### config.mk
export PLATFORM = sky130hd
export DESIGN_NAME = multicycle_control
export DESIGN_NICKNAME = d
export VERILOG_FILES = /design/src/rtl/mips_ctrl_pkg.sv /design/src/rtl/mem_wait_timer.sv /design/src/rtl/multicycle_control.sv
export SDC_FILE = /design/constraint.sdc
export NUM_CORES = 1
export LEC_CHECK = 0
export BUFFER_PORTS_ARGS = -buffer_cell sky130_fd_sc_hd__clkbuf_2
export CAP_MARGIN = 20
export CORE_MARGIN = 5
export CORE_UTILIZATION = 35
export DETAILED_ROUTE_END_ITERATION = 8
export MAX_ROUTING_LAYER = met4
export PLACE_DENSITY = 0.55
export SYNTH_ARGS = -nofsm -noshare
export SYNTH_HDL_FRONTEND = slang
export SYNTH_SLANG_ARGS = --single-unit
export TNS_END_PERCENT = 50
### constraint.sdc
create_clock -name clk -period 3.4 [get_ports clk]
set_input_delay 1.02 -clock clk [delete_from_list [all_inputs] [get_ports clk]]
set_output_delay 1.02 -clock clk [all_outputs]
set_load 0.05 [all_outputs]
### src/rtl/mips_ctrl_pkg.sv
// Shared encodings for the multi-cycle MIPS controller: opcodes, FSM states,
// ALU / mux select codes and the packed control word driven by the FSM.
package mips_ctrl_pkg;

  localparam logic [5:0] OP_RTYPE = 6'h00;
  localparam logic [5:0] OP_J     = 6'h02;
  localparam logic [5:0] OP_BEQ   = 6'h04;
  localparam logic [5:0] OP_BNE   = 6'h05;
  localparam logic [5:0] OP_ADDI  = 6'h08;
  localparam logic [5:0] OP_ORI   = 6'h0D;
  localparam logic [5:0] OP_LW    = 6'h23;
  localparam logic [5:0] OP_SW    = 6'h2B;

  typedef enum logic [3:0] {
    S_IDLE      = 4'd0,
    S_FETCH     = 4'd1,
    S_DECODE    = 4'd2,
    S_MEM_ADDR  = 4'd3,
    S_MEM_READ  = 4'd4,
    S_MEM_WB    = 4'd5,
    S_MEM_WRITE = 4'd6,
    S_EXECUTE   = 4'd7,
    S_R_WB      = 4'd8,
    S_I_EXEC    = 4'd9,
    S_I_WB      = 4'd10,
    S_BRANCH    = 4'd11,
    S_JUMP      = 4'd12,
    S_ERROR     = 4'd13,
    S_TRAP      = 4'd14
  } state_t;

  typedef enum logic [2:0] {
    ALU_ADD   = 3'b000,
    ALU_SUB   = 3'b001,
    ALU_FUNCT = 3'b010,
    ALU_OR    = 3'b011
  } alu_op_t;

  typedef enum logic [1:0] {
    SRC_B_RT      = 2'b00,
    SRC_B_FOUR    = 2'b01,
    SRC_B_IMM     = 2'b10,
    SRC_B_IMM_SH2 = 2'b11
  } alu_src_b_t;

  typedef enum logic [1:0] {
    PC_SRC_ALU    = 2'b00,
    PC_SRC_ALUOUT = 2'b01,
    PC_SRC_JUMP   = 2'b10,
    PC_SRC_RSVD   = 2'b11
  } pc_source_t;

  typedef struct packed {
    logic       pc_write;
    logic       pc_write_cond;
    logic       branch_ne;
    logic       i_or_d;
    logic       mem_read;
    logic       mem_write;
    logic       ir_write;
    logic       mem_to_reg;
    logic       reg_dst;
    logic       reg_write;
    logic       alu_src_a;
    alu_src_b_t alu_src_b;
    alu_op_t    alu_op;
    pc_source_t pc_source;
  } ctrl_t;

  // States in which the FSM stalls on the memory handshake.
  function automatic logic is_wait_state(state_t s);
    return (s == S_FETCH) || (s == S_MEM_READ) || (s == S_MEM_WRITE);
  endfunction

endpackage

### src/rtl/mem_wait_timer.sv
// Memory wait counter with timeout compare. Counts consecutive stalled cycles
// in a wait state; flags a timeout on the WAIT_TIMEOUT-th stalled cycle unless
// ready arrives in that same cycle. WAIT_TIMEOUT=0 removes the timer entirely.
module mem_wait_timer #(
  parameter int unsigned WAIT_TIMEOUT = 15
) (
  input  logic clk,
  input  logic reset,
  input  logic active,
  input  logic ready,
  input  logic restart,
  output logic timeout
);

  generate
    if (WAIT_TIMEOUT > 0) begin : g_timer
      localparam int unsigned CW = $clog2(WAIT_TIMEOUT + 1);
      localparam logic [CW-1:0] LAST = CW'(WAIT_TIMEOUT - 1);
      localparam logic [CW-1:0] ONE  = CW'(1);

      logic [CW-1:0] count;

      // Count stalled cycles; any handshake or state change starts over.
      always_ff @(posedge clk or negedge reset) begin
        if (!reset) begin
          count <= '0;
        end else if (!active || ready || restart) begin
          count <= '0;
        end else begin
          count <= count + ONE;
        end
      end

      assign timeout = active && !ready && (count == LAST);
    end else begin : g_no_timer
      assign timeout = 1'b0;
    end
  endgenerate

endmodule

### src/rtl/multicycle_control.sv
// Multi-cycle MIPS datapath controller with memory-ready handshake, wait
// timeout and retired-instruction counter.
// Optional macro ILLEGAL_OPCODE_TRAP_EN: unsupported opcodes lock the FSM in
// TRAP and raise illegal_op_o; otherwise they retire as a NOP.
//
// state     | meaning
// IDLE      | out of reset, all controls low
// FETCH     | read instruction at PC, PC+4 on ready
// DECODE    | compute branch target, dispatch on opcode
// MEM_ADDR  | rs + imm for lw/sw
// MEM_READ  | data read, wait for ready
// MEM_WB    | MDR -> rt
// MEM_WRITE | data write, wait for ready
// EXECUTE   | R-type ALU op
// R_WB      | ALUOut -> rd
// I_EXEC    | addi/ori ALU op
// I_WB      | ALUOut -> rt
// BRANCH    | compare rs/rt, conditional PC load
// JUMP      | PC <- jump target
// ERROR     | memory timeout, locked until reset
// TRAP      | illegal opcode, locked until reset
module multicycle_control
  import mips_ctrl_pkg::*;
#(
  parameter int unsigned WAIT_TIMEOUT = 15,
  parameter int unsigned CNT_WIDTH    = 32
) (
  input  logic                 clk,
  input  logic                 reset,
  input  logic [5:0]           opcode_i,
  input  logic                 mem_ready_i,
  output logic                 pc_write_o,
  output logic                 pc_write_cond_o,
  output logic                 branch_ne_o,
  output logic                 i_or_d_o,
  output logic                 mem_read_o,
  output logic                 mem_write_o,
  output logic                 ir_write_o,
  output logic                 mem_to_reg_o,
  output logic                 reg_dst_o,
  output logic                 reg_write_o,
  output logic                 alu_src_a_o,
  output logic [1:0]           alu_src_b_o,
  output logic [2:0]           alu_op_o,
  output logic [1:0]           pc_source_o,
  output logic [3:0]           state_o,
  output logic                 bus_error_o,
  output logic [CNT_WIDTH-1:0] instr_count_o
`ifdef ILLEGAL_OPCODE_TRAP_EN
  ,
  output logic                 illegal_op_o
`endif
);

  localparam logic [CNT_WIDTH-1:0] CNT_ONE = CNT_WIDTH'(1);

  state_t state;
  state_t state_next;
  ctrl_t  ctrl;
  logic   timeout;
  logic   retire;

  mem_wait_timer #(
    .WAIT_TIMEOUT(WAIT_TIMEOUT)
  ) u_wait_timer (
    .clk     (clk),
    .reset   (reset),
    .active  (is_wait_state(state)),
    .ready   (mem_ready_i),
    .restart (state_next != state),
    .timeout (timeout)
  );

  // State register.
  always_ff @(posedge clk or negedge reset) begin
    if (!reset) begin
      state <= S_IDLE;
    end else begin
      state <= state_next;
    end
  end

  // Next-state logic; ready beats a timeout landing in the same cycle.
  always_comb begin
    state_next = state;
    case (state)
      S_IDLE:      state_next = S_FETCH;
      S_FETCH: begin
        if (mem_ready_i)  state_next = S_DECODE;
        else if (timeout) state_next = S_ERROR;
      end
      S_DECODE: begin
        case (opcode_i)
          OP_LW, OP_SW:    state_next = S_MEM_ADDR;
          OP_RTYPE:        state_next = S_EXECUTE;
          OP_ADDI, OP_ORI: state_next = S_I_EXEC;
          OP_BEQ, OP_BNE:  state_next = S_BRANCH;
          OP_J:            state_next = S_JUMP;
`ifdef ILLEGAL_OPCODE_TRAP_EN
          default:         state_next = S_TRAP;
`else
          default:         state_next = S_FETCH;
`endif
        endcase
      end
      S_MEM_ADDR:  state_next = (opcode_i == OP_SW) ? S_MEM_WRITE : S_MEM_READ;
      S_MEM_READ: begin
        if (mem_ready_i)  state_next = S_MEM_WB;
        else if (timeout) state_next = S_ERROR;
      end
      S_MEM_WB:    state_next = S_FETCH;
      S_MEM_WRITE: begin
        if (mem_ready_i)  state_next = S_FETCH;
        else if (timeout) state_next = S_ERROR;
      end
      S_EXECUTE:   state_next = S_R_WB;
      S_R_WB:      state_next = S_FETCH;
      S_I_EXEC:    state_next = S_I_WB;
      S_I_WB:      state_next = S_FETCH;
      S_BRANCH:    state_next = S_FETCH;
      S_JUMP:      state_next = S_FETCH;
      S_ERROR:     state_next = S_ERROR;
      S_TRAP:      state_next = S_TRAP;
      default:     state_next = S_IDLE;
    endcase
  end

  // Control outputs; only FETCH looks at mem_ready_i (IR/PC load on ready).
  always_comb begin
    ctrl = '0;
    case (state)
      S_FETCH: begin
        ctrl.mem_read  = 1'b1;
        ctrl.alu_src_b = SRC_B_FOUR;
        ctrl.ir_write  = mem_ready_i;
        ctrl.pc_write  = mem_ready_i;
      end
      S_DECODE:    ctrl.alu_src_b = SRC_B_IMM_SH2;
      S_MEM_ADDR: begin
        ctrl.alu_src_a = 1'b1;
        ctrl.alu_src_b = SRC_B_IMM;
      end
      S_MEM_READ: begin
        ctrl.mem_read = 1'b1;
        ctrl.i_or_d   = 1'b1;
      end
      S_MEM_WB: begin
        ctrl.reg_write  = 1'b1;
        ctrl.mem_to_reg = 1'b1;
      end
      S_MEM_WRITE: begin
        ctrl.mem_write = 1'b1;
        ctrl.i_or_d    = 1'b1;
      end
      S_EXECUTE: begin
        ctrl.alu_src_a = 1'b1;
        ctrl.alu_op    = ALU_FUNCT;
      end
      S_R_WB: begin
        ctrl.reg_write = 1'b1;
        ctrl.reg_dst   = 1'b1;
      end
      S_I_EXEC: begin
        ctrl.alu_src_a = 1'b1;
        ctrl.alu_src_b = SRC_B_IMM;
        ctrl.alu_op    = (opcode_i == OP_ORI) ? ALU_OR : ALU_ADD;
      end
      S_I_WB:      ctrl.reg_write = 1'b1;
      S_BRANCH: begin
        ctrl.alu_src_a     = 1'b1;
        ctrl.alu_op        = ALU_SUB;
        ctrl.pc_write_cond = 1'b1;
        ctrl.pc_source     = PC_SRC_ALUOUT;
        ctrl.branch_ne     = (opcode_i == OP_BNE);
      end
      S_JUMP: begin
        ctrl.pc_write  = 1'b1;
        ctrl.pc_source = PC_SRC_JUMP;
      end
      default:     ctrl = '0;
    endcase
  end

  // Every return to FETCH from a working state retires one instruction.
  assign retire = (state_next == S_FETCH) && (state != S_FETCH) && (state != S_IDLE);

  // Retired-instruction counter, wraps naturally.
  always_ff @(posedge clk or negedge reset) begin
    if (!reset) begin
      instr_count_o <= '0;
    end else if (retire) begin
      instr_count_o <= instr_count_o + CNT_ONE;
    end
  end

  assign pc_write_o      = ctrl.pc_write;
  assign pc_write_cond_o = ctrl.pc_write_cond;
  assign branch_ne_o     = ctrl.branch_ne;
  assign i_or_d_o        = ctrl.i_or_d;
  assign mem_read_o      = ctrl.mem_read;
  assign mem_write_o     = ctrl.mem_write;
  assign ir_write_o      = ctrl.ir_write;
  assign mem_to_reg_o    = ctrl.mem_to_reg;
  assign reg_dst_o       = ctrl.reg_dst;
  assign reg_write_o     = ctrl.reg_write;
  assign alu_src_a_o     = ctrl.alu_src_a;
  assign alu_src_b_o     = ctrl.alu_src_b;
  assign alu_op_o        = ctrl.alu_op;
  assign pc_source_o     = ctrl.pc_source;
  assign state_o         = state;
  assign bus_error_o     = (state == S_ERROR);
`ifdef ILLEGAL_OPCODE_TRAP_EN
  assign illegal_op_o    = (state == S_TRAP);
`endif

endmodule

After elaboration in Yosys (flattened, before gate mapping)
Cells that the tools add are included.

Memory bits (writable): 0. Bits in latches: 0. Output and inout bits: 55. Word-level logic and storage cells: 74. Input port bits: 9. ROM bits: 0. Register bits after elaboration: 40. Memories kept: 0.

Bitwise logic cells: 0. Add/subtract/negate cells: 2. Divide/modulo/power cells: 0. Equality and inequality tests: 25. Multiplexer cells: 22. Multiply operators: 0. Magnitude comparators: 0. Reductions and logical operators: 22. Shifts and indexed selects: 0.

Operator list (number): 4-bit one-hot mux with 10 select lines (1); 32-bit by 1-bit adder with 32-bit output (second input constant) (1); 4-bit equality test (second input constant) (8); 4-bit 2-to-1 mux (5); 4-bit one-hot mux with 5 select lines (1); 4-bit by 3-bit equality test with 1-bit output (second input constant) (4); 6-bit by 3-bit equality test with 1-bit output (second input constant) (2); 6-bit by 4-bit equality test with 1-bit output (second input constant) (2); 6-bit equality test (second input constant) (2); 2-bit one-hot mux with 3 select lines (2); 2-bit OR reduction (6); 4-bit by 1-bit equality test with 1-bit output (second input constant) (2); 4-bit by 2-bit equality test with 1-bit output (second input constant) (2); 1-bit 2-to-1 mux (8); 6-bit by 2-bit equality test with 1-bit output (second input constant) (1); 6-bit logical NOT (1); 2-bit 2-to-1 mux (3); 6-bit OR reduction (1); 4-bit by 1-bit adder with 4-bit output (second input constant) (1); 1-bit logical AND (4); 4-bit logical NOT (1); 1-bit logical OR (4); 4-bit by 1-bit inequality test with 1-bit output (second input constant) (1); 4-bit inequality test (1); 6 further kinds (7).

Depth between registers and ports, before layout
Gate-level depths: netlist of run 1.

Word-level depth: 11. Gate-level depth with buffers: 10. Mapped depth without buffers: 8.

Modules after synthesis
From an unflattened synthesis of run 1, not the netlist that was laid out.

Cells, all modules: 247. Area, all modules: 2396.0 um2.

By module, submodules not included: multicycle_control (area each 2188.3 um2, sequential area each 900.9 um2, cells each 229, times used 1); mem_wait_timer (area each 207.7 um2, sequential area each 100.1 um2, cells each 18, times used 1).

Least setup slack after synthesis of run 1
No wires, ideal clock.

Path kind: input to output. Start point: input port opcode_i[4]. End point: output port branch_ne_o. Slack: -0.330 ns. Required time: 2.380 ns. Buffers on the path: 0. Arrival time: 2.710 ns. Stages on the path: 3. Cell sequence: nor2_1 -> nand3_1 -> nor4_1.

Word-level cells in the longest chain between the ends: 2.

Ends and longest elaborated chain: start: declaration (line multicycle_control.sv:30) `input logic [5:0] opcode_i,`; 6-bit by 3-bit equality test with 1-bit output (line multicycle_control.sv:174) `ctrl.branch_ne = (opcode_i == OP_BNE);`; 2-bit 2-to-1 mux (line multicycle_control.sv:131) `case (state)`; end: declaration (line multicycle_control.sv:34) `output logic branch_ne_o,`.

No other way between the ends.

Worst setup path in the final report of run 1
Start point: input port opcode_i[4]. End point: output port alu_op_o[1].

Word-level cells in the longest chain between the ends: 3.

Ends and longest elaborated chain: 6-bit by 4-bit equality test with 1-bit output (line multicycle_control.sv:166) `ctrl.alu_op = (opcode_i == OP_ORI) ? ALU_OR : ALU_ADD;`; 2-bit 2-to-1 mux (line multicycle_control.sv:166); 2-bit one-hot mux with 3 select lines (line multicycle_control.sv:131); end: declaration (line multicycle_control.sv:44) `output logic [2:0] alu_op_o,`.

No other way between the ends.

==> qor.yml, run 1 <==
status: "finished clean"
finalCritPeriodShare: 0.9763
postCtsSetupBuffers: 0
yosysWarningCount: 0
power-per-cell-area_mw_per_mm2: 753.3
num_rows: 30
yosysUniqueCellTypes: 49
fin_ws_ps: 80.50
clockRootBuffer: "clkbuf_8"
synth_nets: 275
cts_hold_buf: 0
cts_htree_levels: 2
clockBufferDepth: 2
cts.clk_slew.worst_paths_ps: 80
coreArea_mm2: 0.006869
cts_sinks: 40
cp.required_ps: 2380
hold_path_depth: 1
setup-tns-final_ps: 0
numCtsBuffers: 5
ys.flop_type: "dfrtp_1"
setup_viol_count_final: 0
arrival_ps: 2300
max-vdd-ir-drop_mv: 0.2808
p_leak_nw: 1.465
diodes: 0
crit_path_start: "opcode_i[4]"
fin_cells: 421
clk_latency_ps: 290
hold_violations: 0
drc_errors: 0
io_pins: 64
synth_edf_count: 0
drtIter0Drc: 102
yosys.area.top_type: "dfrtp_1"
crit_path_start_kind: "input pin"
worstRegToRegCells: 7
drv_cap: 0
antenna_left: 0
die_x_um: 94.35
end_kind: "output port"
final_cell_mix: "clkbuf_2, dfrtp_1, xor2_1"
path_max_fanout: 6
design.die.area_mm2: 0.008901
fill_cells: 703
syn_inst: 263
critPathKind: "input pin to output port"
min_from: "instr_count_o[31]"
gr-usage-all-layers: 0.1435
synthArstFlopShare: 1.000
first_global_vias: 2076
vias: 2181
period_minus_slack_ps: 3320
utilization: 0.4424
max_slew_margin: 0.5449
max_freq_ghz: 0.3013
layout_commonest_cell: "clkbuf_2"
yosysSeqAreaShare: 0.4020
multi_input_area_mm2: 0.001409
synth.cell_area_mm2: 0.002490
wire_per_inst_um: 14.27
post_drt_via_cell_ratio: 5.181
cts.repair.resized: 0
postSynthAreaPerCell_um2: 9.467
antenna_found_initial: 0
synth.top_cell.area_share: 0.4020
tightest_slew_ps: 680.2
placedCellCount: 412
fin_worst_skew_ps: 5.426
slew_violations: 0
pre_cts_ws_ps: 84.54
area_growth_pct: 22.06
grt_max_degree: 41
dp_hpwl_mm: 4.362
io_buffers: 62
rsz0062_at_grt: "no"
fin_total_pwr_w: 0.002289
cts_tree: "yes"
min_path_type: "register to register"
grt_pass1_wl_mm: 10.13
routabilityCongestion: 0.8527
first_pass_iters: 4
drive_gt1_frac: 0.3108
area.sequential_mm2: 0.001001
synth-seq-cells: 40
synth_area_leaders: "dfrtp_1, xor2_1, nor4_2"
start_util: 0.3625
routed_wl_mm: 6.007
grt_overflow_total: 0
die_h_um: 94.35
r2r-start: "state_o[0]"
fin_nets: 336
-- final cells by class --
type	count	area share
Multi-Input combinational cell	202	0.4636
Sequential cell	40	0.3294
Tap cell	96	0.03952
Clock buffer	8	0.02964
Inverter	7	0.008646
Timing Repair Buffer	68	0.1293
-- synthesized netlist by cell type (all sizes together) (6+ instances only) --
library cell   n
dfrtp         40
xor2          30
nor2          23
nand2         22
nor4          18
nor3          17
buf           12
nand3         11
nand4          8
inv            7
and3           6
nor2b          6
-- where the power goes --
part | internal [W] | switching, W
logic | 0.000373 | 0.000939
clock network | 0.000166 | 0.000158
registers | 0.000530 | 0.000124
-- critical path: stages --
cell and delay, ps:
clkbuf_2 120, nor2_1 230, nand4_1 160, or3_1 320, a21oi_1 150, clkbuf_2 290
-- metal layers --
layer	part of all wire	up-vias	GRT usage
li1	-	1061	-
met4	0.0075	0	0.02527
met2	0.44	54	0.2222
met1	0.50	1062	0.2009
met3	0.050	4	0.02390
met5	0	-	-
-- sequential cells by signal, indices dropped and copies added (netlist names) --
signal and flops:
state_o 4, instr_count_o 32, u_wait_timer.g_timer.count 4
-- final timing paths --
kind | slack [ps] | to
max | 80 | alu_op_o[1]
min | 470 | instr_count_o[31]
max reg2reg | 620 | instr_count_o[24]
min reg2reg | 470 | instr_count_o[31]
max in group asynchronous | 2360 | instr_count_o[17]
min in group asynchronous | 590 | instr_count_o[26]
-- metrics by stage --
step,area (µm²),hold slack (ps)
after floorplan,2501,451.6
after global placement,2929,468.6
after detailed placement,2929,468.4
after CTS,3019,478.7
after global routing,3039,509.5
final,3039,470.7
-- cell families (layout without fill, tap and decap cells) --
| group | Yosys count | count (layout) | synth area share |
|---|---|---|---|
| muxes | 2 | 2 | 0.008543 |
| other | 1 | 1 | 0.001506 |
| and+or+nand+nor | 136 | 136 | 0.3367 |
| xor gates and xnor gates | 35 | 35 | 0.1231 |
| buffers and inverters | 21 | 83 | 0.04372 |
| AOI/OAI and AO/OA | 25 | 25 | 0.06935 |
| adders and majority gates | 3 | 3 | 0.01508 |
| DFF | 40 | 40 | 0.4020 |
No activity file was read; power rests on OpenSTA's default activity.
==> inputs of run 2 (changes only) <==
CTS_BUF_LIST = sky130_fd_sc_hd__clkbuf_2 sky130_fd_sc_hd__clkbuf_4 sky130_fd_sc_hd__clkbuf_8   (was default)
SLEW_MARGIN = 20   (was default)
==> qor.yml, run 2 (synthesis gave the netlist of run 1 again) <==
arrival_ps: 2300
drive_gt1_frac: 0.3148
vias: 2159
fin_nets: 335
routabilityCongestion: 0.8527
cts.repair.resized: 0
clockRootBuffer: "clkbuf_8"
cts_sinks: 40
end_kind: "output port"
layout_commonest_cell: "clkbuf_2"
clockBufferDepth: 2
clk_latency_ps: 280
crit_buf_inv: 2
crit_path_start_kind: "input pin"
path_cells: "clkbuf_2 -> nor2_1 -> nand4_1 -> or3_1 -> a21oi_1 -> clkbuf_2"
critPathKind: "input pin to output port"
cts_htree_levels: 2
drtIter0Drc: 95
hold_violations: 0
slew_violations: 0
io_pins: 64
largest_register_ffs: 32
finalInstanceArea_mm2: 0.003027
drc_errors: 0
grt_max_degree: 41
wire_per_inst_um: 14.28
max_slew_margin: 0.4113
dp_hpwl_mm: 4.362
rsz0062_at_grt: "no"
postCtsSetupBuffers: 0
max_freq_ghz: 0.3012
die_x_um: 94.35
drv_cap: 0
placedCellCount: 412
coreArea_mm2: 0.006869
cts_tree: "yes"
fin_ws_ps: 80.02
start_util: 0.3625
die_h_um: 94.35
cts_hold_buf: 0
cp.required_ps: 2380
status: "finished clean"
setup_viol_count_final: 0
num_rows: 30
grt_overflow_total: 0
cp_slowest_cell: "or3_1"
path_max_fanout: 6
max-vdd-ir-drop_mv: 0.2808
slowest_delay_ps: 320
area_growth_pct: 21.56
cpLargestDelayFamily: "simple AND/OR/NAND/NOR gates"
min_path_type: "register to register"
numCtsBuffers: 5
finalCritPeriodShare: 0.9765
path_common_cell: "clkbuf_2"
antenna_left: 0
diodes: 0
cts.clk_slew.worst_paths_ps: 70
grt_pass1_wl_mm: 10.06
fin_cells: 420
gr-usage-all-layers: 0.1427
power-per-cell-area_mw_per_mm2: 761.1
period_minus_slack_ps: 3320
io_buffers: 62
placed_area_mm2: 0.002929
design.die.area_mm2: 0.008901
routed_wl_mm: 5.996
setup-tns-final_ps: 0
final_cell_mix: "clkbuf_2, dfrtp_1, xor2_1"
pre_cts_ws_ps: 84.54
first_pass_iters: 4
tightest_slew_ps: 883.1
regMostFlops: "instr_count_o"
antenna_found_initial: 0
fin_worst_skew_ps: 4.137
utilization: 0.4406
p_leak_nw: 1.462
post_drt_via_cell_ratio: 5.140
first_global_vias: 2057
-- run 2: per-stage QoR --
step	hold slack, ps	power, W
after floorplan	451.6	0.001625
after global placement	468.6	0.001976
after detailed placement	468.4	0.001974
after CTS	478.7	0.002322
after global routing	509.5	0.002447
final	473.7	0.002303
-- run 2: worst reg2reg max path, delay by kind of cell, from the launching register on --
kind,cells,cell delay (ps)
DFF,1,580
buffers and inverters,1,270
xor gates and xnor gates,1,200
AOI/OAI and AO/OA,2,830
and+or+nand+nor,3,820
-- run 2: path summary, 6_finish.rpt --
path | from | end | slack, ps | depth (start not counted)
worst max-delay path | opcode_i[4] | alu_op_o[1] | 80 | 6
worst min-delay path | instr_count_o[31] | instr_count_o[31] | 470 | 1
max in group asynchronous | reset | u_wait_timer.g_timer.count[2] | 1990 | 1
min in group asynchronous | reset | instr_count_o[27] | 850 | 1
worst min register to register | instr_count_o[31] | instr_count_o[31] | 470 | 1
worst max register to register | state_o[0] | instr_count_o[24] | 610 | 7
-- run 2: cell type report --
class / count / area [µm²]
clock buffers: 8 / 97.59
fillers: 702 / 3842
inverters: 7 / 26.28
multi-input cells: 202 / 1409
flip-flops and latches: 40 / 1001
well taps: 96 / 120.1
repair buffers: 67 / 372.9
-- run 2: report_power, final --
part / internal, W / switching, W
combinational: 0.000371 / 0.000940
clock: 0.000182 / 0.000157
sequential: 0.000530 / 0.000124
-- run 2: routing by layer --
metal	part of all wire	vias up	global-route usage	routed length (µm)
met5	0	-	-	0
met4	0.0068	0	0.02527	41
met3	0.056	4	0.02390	334
met2	0.44	52	0.2204	2661
met1	0.49	1044	0.1999	2959
li1	-	1059	-	-
